`config.mk`:
```
export PLATFORM = sky130hd
export DESIGN_NAME = hiscore_upload
export DESIGN_NICKNAME = d
export VERILOG_FILES = /design/src/rtl/hiscore_upload.sv
export SDC_FILE = /design/constraint.sdc
export NUM_CORES = 1
export LEC_CHECK = 0
export CAP_MARGIN = 20
export CORE_ASPECT_RATIO = 0.7
export CORE_UTILIZATION = 50
export DETAILED_ROUTE_END_ITERATION = 12
export HOLD_SLACK_MARGIN = 0.06
export PLACE_DENSITY = 0.81
export SYNTH_ARGS = -nofsm -noshare
export SYNTH_HDL_FRONTEND = slang
export SYNTH_SLANG_ARGS = --single-unit
```
`constraint.sdc`:
```
create_clock -name clk_sys -period 2.6 [get_ports clk_sys]
set_input_delay 0.52 -clock clk_sys [delete_from_list [all_inputs] [get_ports clk_sys]]
set_output_delay 0.52 -clock clk_sys [all_outputs]
set_load 0.03 [all_outputs]
```
`src/rtl/hiscore_upload.sv`:
```
// hiscore_upload
//   Streams the game's high-score NVRAM back to the HPS during an upload
//   session. Each HPS read strobe becomes one NVRAM read; the returned byte
//   is presented on ioctl_din. While a session is open the game CPU is held
//   off NVRAM so the image cannot change under the transfer.
//
// Ports
//   clk_sys       sole clock, rising edge
//   Reset_I       asynchronous active-low reset
//   ioctl_upload  HPS upload session active (level)
//   ioctl_rd      one-cycle read strobe from HPS
//   ioctl_addr    byte address, sampled with ioctl_rd
//   ioctl_din     byte returned to HPS, held until the next read completes
//   ram_addr      NVRAM read address
//   ram_rd        one-cycle NVRAM read enable
//   ram_q         NVRAM data, valid RAM_LAT cycles after ram_rd
//   cpu_hold      freezes game CPU NVRAM writes (high outside IDLE)
//   busy          high while a fetch is in flight
//   done          one-cycle pulse when a session ends
//
// Optional feature
//   HISCORE_CHECKSUM_EN: a read of address 2^ADDR_W returns the two's
//   complement of the running byte sum of the session, so the image plus
//   this trailer sums to zero mod 256. Undefined: that address reads 8'hFF
//   like any other out-of-range address and no sum logic exists.

module hiscore_upload #(
    parameter int ADDR_W  = 8,
    parameter int RAM_LAT = 1
) (
    input  logic              clk_sys,
    input  logic              Reset_I,
    input  logic              ioctl_upload,
    input  logic              ioctl_rd,
    input  logic [24:0]       ioctl_addr,
    output logic [7:0]        ioctl_din,
    output logic [ADDR_W-1:0] ram_addr,
    output logic              ram_rd,
    input  logic [7:0]        ram_q,
    output logic              cpu_hold,
    output logic              busy,
    output logic              done
);

    localparam logic [1:0] S_IDLE  = 2'd0;
    localparam logic [1:0] S_READY = 2'd1;
    localparam logic [1:0] S_FETCH = 2'd2;
    localparam logic [1:0] S_WAIT  = 2'd3;

    localparam logic [24:0] DEPTH = 25'd1 << ADDR_W;

    logic [1:0]        state_q, state_d;
    logic              upload_q, upload_d;
    logic [7:0]        din_q, din_d;
    logic [ADDR_W-1:0] ram_addr_q, ram_addr_d;
    logic              ram_rd_q, ram_rd_d;
    logic              done_q, done_d;
    logic              pend_v_q, pend_v_d;
    logic [24:0]       pend_addr_q, pend_addr_d;
    logic              cur_inr_q, cur_inr_d;
    logic [1:0]        cnt_q, cnt_d;
`ifdef HISCORE_CHECKSUM_EN
    logic              cur_csum_q, cur_csum_d;
    logic [7:0]        sum_q, sum_d;
`endif

    logic              issue;
    logic [24:0]       issue_addr;

    always_comb begin
        state_d     = state_q;
        upload_d    = ioctl_upload;
        din_d       = din_q;
        ram_addr_d  = ram_addr_q;
        ram_rd_d    = 1'b0;
        done_d      = 1'b0;
        pend_v_d    = pend_v_q;
        pend_addr_d = pend_addr_q;
        cur_inr_d   = cur_inr_q;
        cnt_d       = cnt_q;
        issue       = 1'b0;
        issue_addr  = ioctl_addr;
`ifdef HISCORE_CHECKSUM_EN
        cur_csum_d  = cur_csum_q;
        sum_d       = sum_q;
`endif

        case (state_q)
            S_IDLE: begin
                // Reads while idle are ignored; only a fresh session opens us.
                if (ioctl_upload && !upload_q) begin
                    state_d = S_READY;
`ifdef HISCORE_CHECKSUM_EN
                    sum_d   = 8'd0;
`endif
                end
            end
            S_READY: begin
                // A parked request goes first; a strobe arriving in the same
                // cycle takes its place in the slot rather than being lost.
                if (pend_v_q) begin
                    issue      = 1'b1;
                    issue_addr = pend_addr_q;
                    pend_v_d   = ioctl_rd;
                    if (ioctl_rd) begin
                        pend_addr_d = ioctl_addr;
                    end
                end else if (ioctl_rd) begin
                    issue      = 1'b1;
                    issue_addr = ioctl_addr;
                end
            end
            S_FETCH: begin
                state_d = S_WAIT;
                cnt_d   = 2'(RAM_LAT - 1);
                if (ioctl_rd && !pend_v_q) begin
                    pend_v_d    = 1'b1;
                    pend_addr_d = ioctl_addr;
                end
            end
            default: begin // S_WAIT
                if (ioctl_rd && !pend_v_q) begin
                    pend_v_d    = 1'b1;
                    pend_addr_d = ioctl_addr;
                end
                if (cnt_q == 2'd0) begin
                    state_d = S_READY;
                    if (cur_inr_q) begin
                        din_d = ram_q;
`ifdef HISCORE_CHECKSUM_EN
                        sum_d = sum_q + ram_q;
                    end else if (cur_csum_q) begin
                        din_d = 8'd0 - sum_q;
`endif
                    end else begin
                        din_d = 8'hFF;
                    end
                end else begin
                    cnt_d = cnt_q - 2'd1;
                end
            end
        endcase

        // Out-of-range fetches still walk FETCH/WAIT so every read answers
        // with the same latency; they just never touch the NVRAM.
        if (issue) begin
            state_d   = S_FETCH;
            cur_inr_d = (issue_addr < DEPTH);
`ifdef HISCORE_CHECKSUM_EN
            cur_csum_d = (issue_addr == DEPTH);
`endif
            if (issue_addr < DEPTH) begin
                ram_rd_d   = 1'b1;
                ram_addr_d = issue_addr[ADDR_W-1:0];
            end
        end

        // Session closed by the HPS: abandon any fetch in progress without
        // disturbing the last byte handed out.
        if (state_q != S_IDLE && !ioctl_upload) begin
            state_d  = S_IDLE;
            pend_v_d = 1'b0;
            ram_rd_d = 1'b0;
            din_d    = din_q;
            done_d   = 1'b1;
        end
    end

    always_ff @(posedge clk_sys or negedge Reset_I) begin
        if (!Reset_I) begin
            state_q     <= S_IDLE;
            upload_q    <= 1'b0;
            din_q       <= 8'h00;
            ram_addr_q  <= '0;
            ram_rd_q    <= 1'b0;
            done_q      <= 1'b0;
            pend_v_q    <= 1'b0;
            pend_addr_q <= '0;
            cur_inr_q   <= 1'b0;
            cnt_q       <= 2'd0;
`ifdef HISCORE_CHECKSUM_EN
            cur_csum_q  <= 1'b0;
            sum_q       <= 8'd0;
`endif
        end else begin
            state_q     <= state_d;
            upload_q    <= upload_d;
            din_q       <= din_d;
            ram_addr_q  <= ram_addr_d;
            ram_rd_q    <= ram_rd_d;
            done_q      <= done_d;
            pend_v_q    <= pend_v_d;
            pend_addr_q <= pend_addr_d;
            cur_inr_q   <= cur_inr_d;
            cnt_q       <= cnt_d;
`ifdef HISCORE_CHECKSUM_EN
            cur_csum_q  <= cur_csum_d;
            sum_q       <= sum_d;
`endif
        end
    end

    assign ioctl_din = din_q;
    assign ram_addr  = ram_addr_q;
    assign ram_rd    = ram_rd_q;
    assign done      = done_q;
    assign cpu_hold  = (state_q != S_IDLE);
    assign busy      = (state_q == S_FETCH) || (state_q == S_WAIT);

endmodule

```
==> flow_metrics.py <==
metrics = {
    "synth": {
        "async_flop_share_pct": 100.0,
        "yosysSeqAreaShare_pct": 55.59,
        "yosysTopAreaCell": "dfrtp_1",
        "synth_seq_cells": 50,
        "synth_most_common_cell": "dfrtp_1",
        "syn_inst": 165,
        "synthTopCellsByArea": "dfrtp_1, mux2_1, mux2_4",
        "yosysWarnings": 0,
        "postSynthAreaPerCell_sq_um": 13.64,
        "synth.distinct_cells": 33,
        "synth_edf_count": 0,
        "synth.top_cells.by_count": "dfrtp_1, mux2_1, nand2_1",
        "synth_area_sq_um": 2251,
        "synth_nets": 203,
        "synth.top_cell.area_share_pct": 55.59,
        "synthFlopType": "dfrtp_1",
    },
    "layout": {
        "diodes": 0,
        "syn_to_final_growth_pct": 30.07,
        "fin_util_pct": 67.63,
        "fillers": 334,
        "drive_gt1_share_pct": 16.89,
        "nNetsFinal": 263,
    },
    "route": {
        "totalWireLength_um": 4123,
        "wl_per_cell_um": 14.73,
        "drt_iter0_drc": 68,
        "drtPass1Iterations": 4,
        "drcViolationCount": 0,
        "vias": 1473,
        "vias_per_cell": 5.261,
        "antenna_left": 0,
    },
    "global_route": {
        "antenna_found_initial": 0,
        "gr-usage-all-layers_pct": 19.68,
        "grt_pass1_vias": 1478,
        "grt_pass1_wl_um": 6872,
        "grt_max_degree": 31,
        "gr-total-overflow": 0,
    },
    "worst_setup_path": {
        "cp_max_fo": 9,
        "required_ps": 2080,
        "crit_arrival_ps": 1750,
        "startpoint_type": "register",
        "setup.worst_path.class": "register to primary output",
        "setup.worst_path.end_class": "primary output",
    },
    "cts": {
        "cts_hold_repair.buffers": 0,
        "cts_tree": "done",
        "cts_max_path_buffers": 2,
        "cts_root_buf": "clkbuf_8",
        "htree_levels": 2,
        "postCtsSetupRepairBufs": 0,
        "cts_made_buffers": 5,
        "worstSkewPairLatency_ps": 300,
        "cts_resized": 0,
        "clk_pin_slew_ps": 80,
        "cts.sinks": 50,
    },
    "run_status": {
        "outcome": "complete, no violations",
    },
    "die": {
        "die_w_um": 82.20,
        "fp.dieH_um": 58.14,
        "coreArea_sq_um": 4329,
        "start_util_pct": 51.99,
        "dieArea_sq_um": 4778,
        "rows": 20,
        "ios": 57,
    },
    "timing": {
        "grt_setup_unrepaired": "false",
        "max_freq_mhz": 441.1,
        "hold_viol": 0,
        "worst_slew_pin_slew_ps": 647.9,
        "min_period_ps": 2267,
        "slew_viol_final": 0,
        "final-setup-viol-count": 0,
        "slew_headroom_pct": 56.81,
        "fin_crit_sh_pct": 87.20,
        "finalSetupTns_ps": 0,
        "skew_ps": 4.889,
    },
    "hold_path": {
        "hold_class": "input pin to async pin",
    },
    "flow_run": {
        "maxCapViolations": 0,
    },
    "power_and_ir_drop": {
        "peakVddDrop_mv": 0.4815,
        "p_leak_nw": 1.279,
        "pwr_density_cell_nw_per_um2": 803.5,
    },
    "placed_design": {
        "place.gp.congestion": 0.7221,
        "portBuffers": 56,
        "hpwlAfterDp_um": 3073,
    },
}
worst paths after layout:
| check | cells after the start | slack, ps | to | startpoint |
|---|---|---|---|---|
| min in group clk_sys | 2 | 490 | ioctl_din[1] | ioctl_din[1] |
| worst min-delay path | 1 | 240 | ram_addr[0] | Reset_I |
| worst max-delay path | 3 | 330 | cpu_hold | state_q[1] |
| worst max register to register | 5 | 590 | pend_addr_q[24] | state_q[1] |
| max in group asynchronous | 2 | 1750 | pend_addr_q[15] | Reset_I |
| worst min register to register | 2 | 490 | ioctl_din[1] | ioctl_din[1] |
per-layer routing:
layer / GRT usage [%] / share of wire, % / vias to the layer above
met4: 3.008 / 0 / 0
met5: 0 / 0 / -
met2: 28.57 / 40 / 53
met3: 7.244 / 7.7 / 0
met1: 28.78 / 52 / 724
li1: - / - / 696
state kept, by name (all words and copies together), names as in the netlist:
register	count
upload_q	1
ram_addr	8
cnt_q	2
cur_inr_q	1
state_q	2
pend_addr_q	25
ram_rd	1
pend_v_q	1
ioctl_din	8
done	1
cell type report:
type / instances / area [sq um] / area share [%]
clock buffers: 7 / 76.32 / 2.607
multi-input cells: 105 / 938.4 / 32.05
flip-flops and latches: 50 / 1251 / 42.74
inverters: 4 / 15.01 / 0.5128
well taps: 55 / 68.82 / 2.350
repair buffers: 59 / 578.1 / 19.74
power breakdown:
part / leakage (nW) / switching, mW / internal, mW
sequential: 0.629 / 0.163 / 1.05
clock: 0.0383 / 0.238 / 0.186
combinational: 0.611 / 0.346 / 0.370
critical path, cell delays in order, from the launching register on:
cell             delay [ps]
dfrtp_1                 490
nor2_1                  300
inv_1                    70
clkdlybuf4s50_1         600
through the flow:
stage          area [sq um]  std cells  hold WS [ps]  worst slack [ps]  power [mW]
2_1_floorplan          2251        165         224.4             741.6       1.654
3_3_place_gp           2851        273         464.4             175.7       1.928
3_5_place_dp           2851        273         473.9             131.4       1.957
4_1_cts                2928        280         246.9             312.1       2.376
5_1_grt                2928        280         268.6             220.0       2.502
6_report               2928        280         239.0             332.8       2.353
logic make-up after synthesis:
logic type	Yosys count	synth area share, %
flops	50	55.59
compound gates	17	5.170
mux	41	21.85
simple gates	45	13.67
buf+inv	10	2.723
fa+ha+maj	2	1.000
layout by cell type, fill, tap and decap left out, drive strengths merged:
cell	Yosys	final
nor3	1	1
o31ai	1	1
nand2	17	17
mux2	41	41
dfrtp	50	50
and3	1	1
buf	4	4
a31oi	2	2
o21ai	11	11
maj3	1	1
nor4b	1	1
inv	4	4
ha	1	1
clkdlybuf4s50	0	55
a21boi	1	1
nor4	4	4
nand4	2	2
clkbuf	2	7
or3	1	1
nor2b	9	9
a32o	1	1
a22o	1	1
or4	3	3
nor2	6	6
Power figures use the tool's default switching activity.
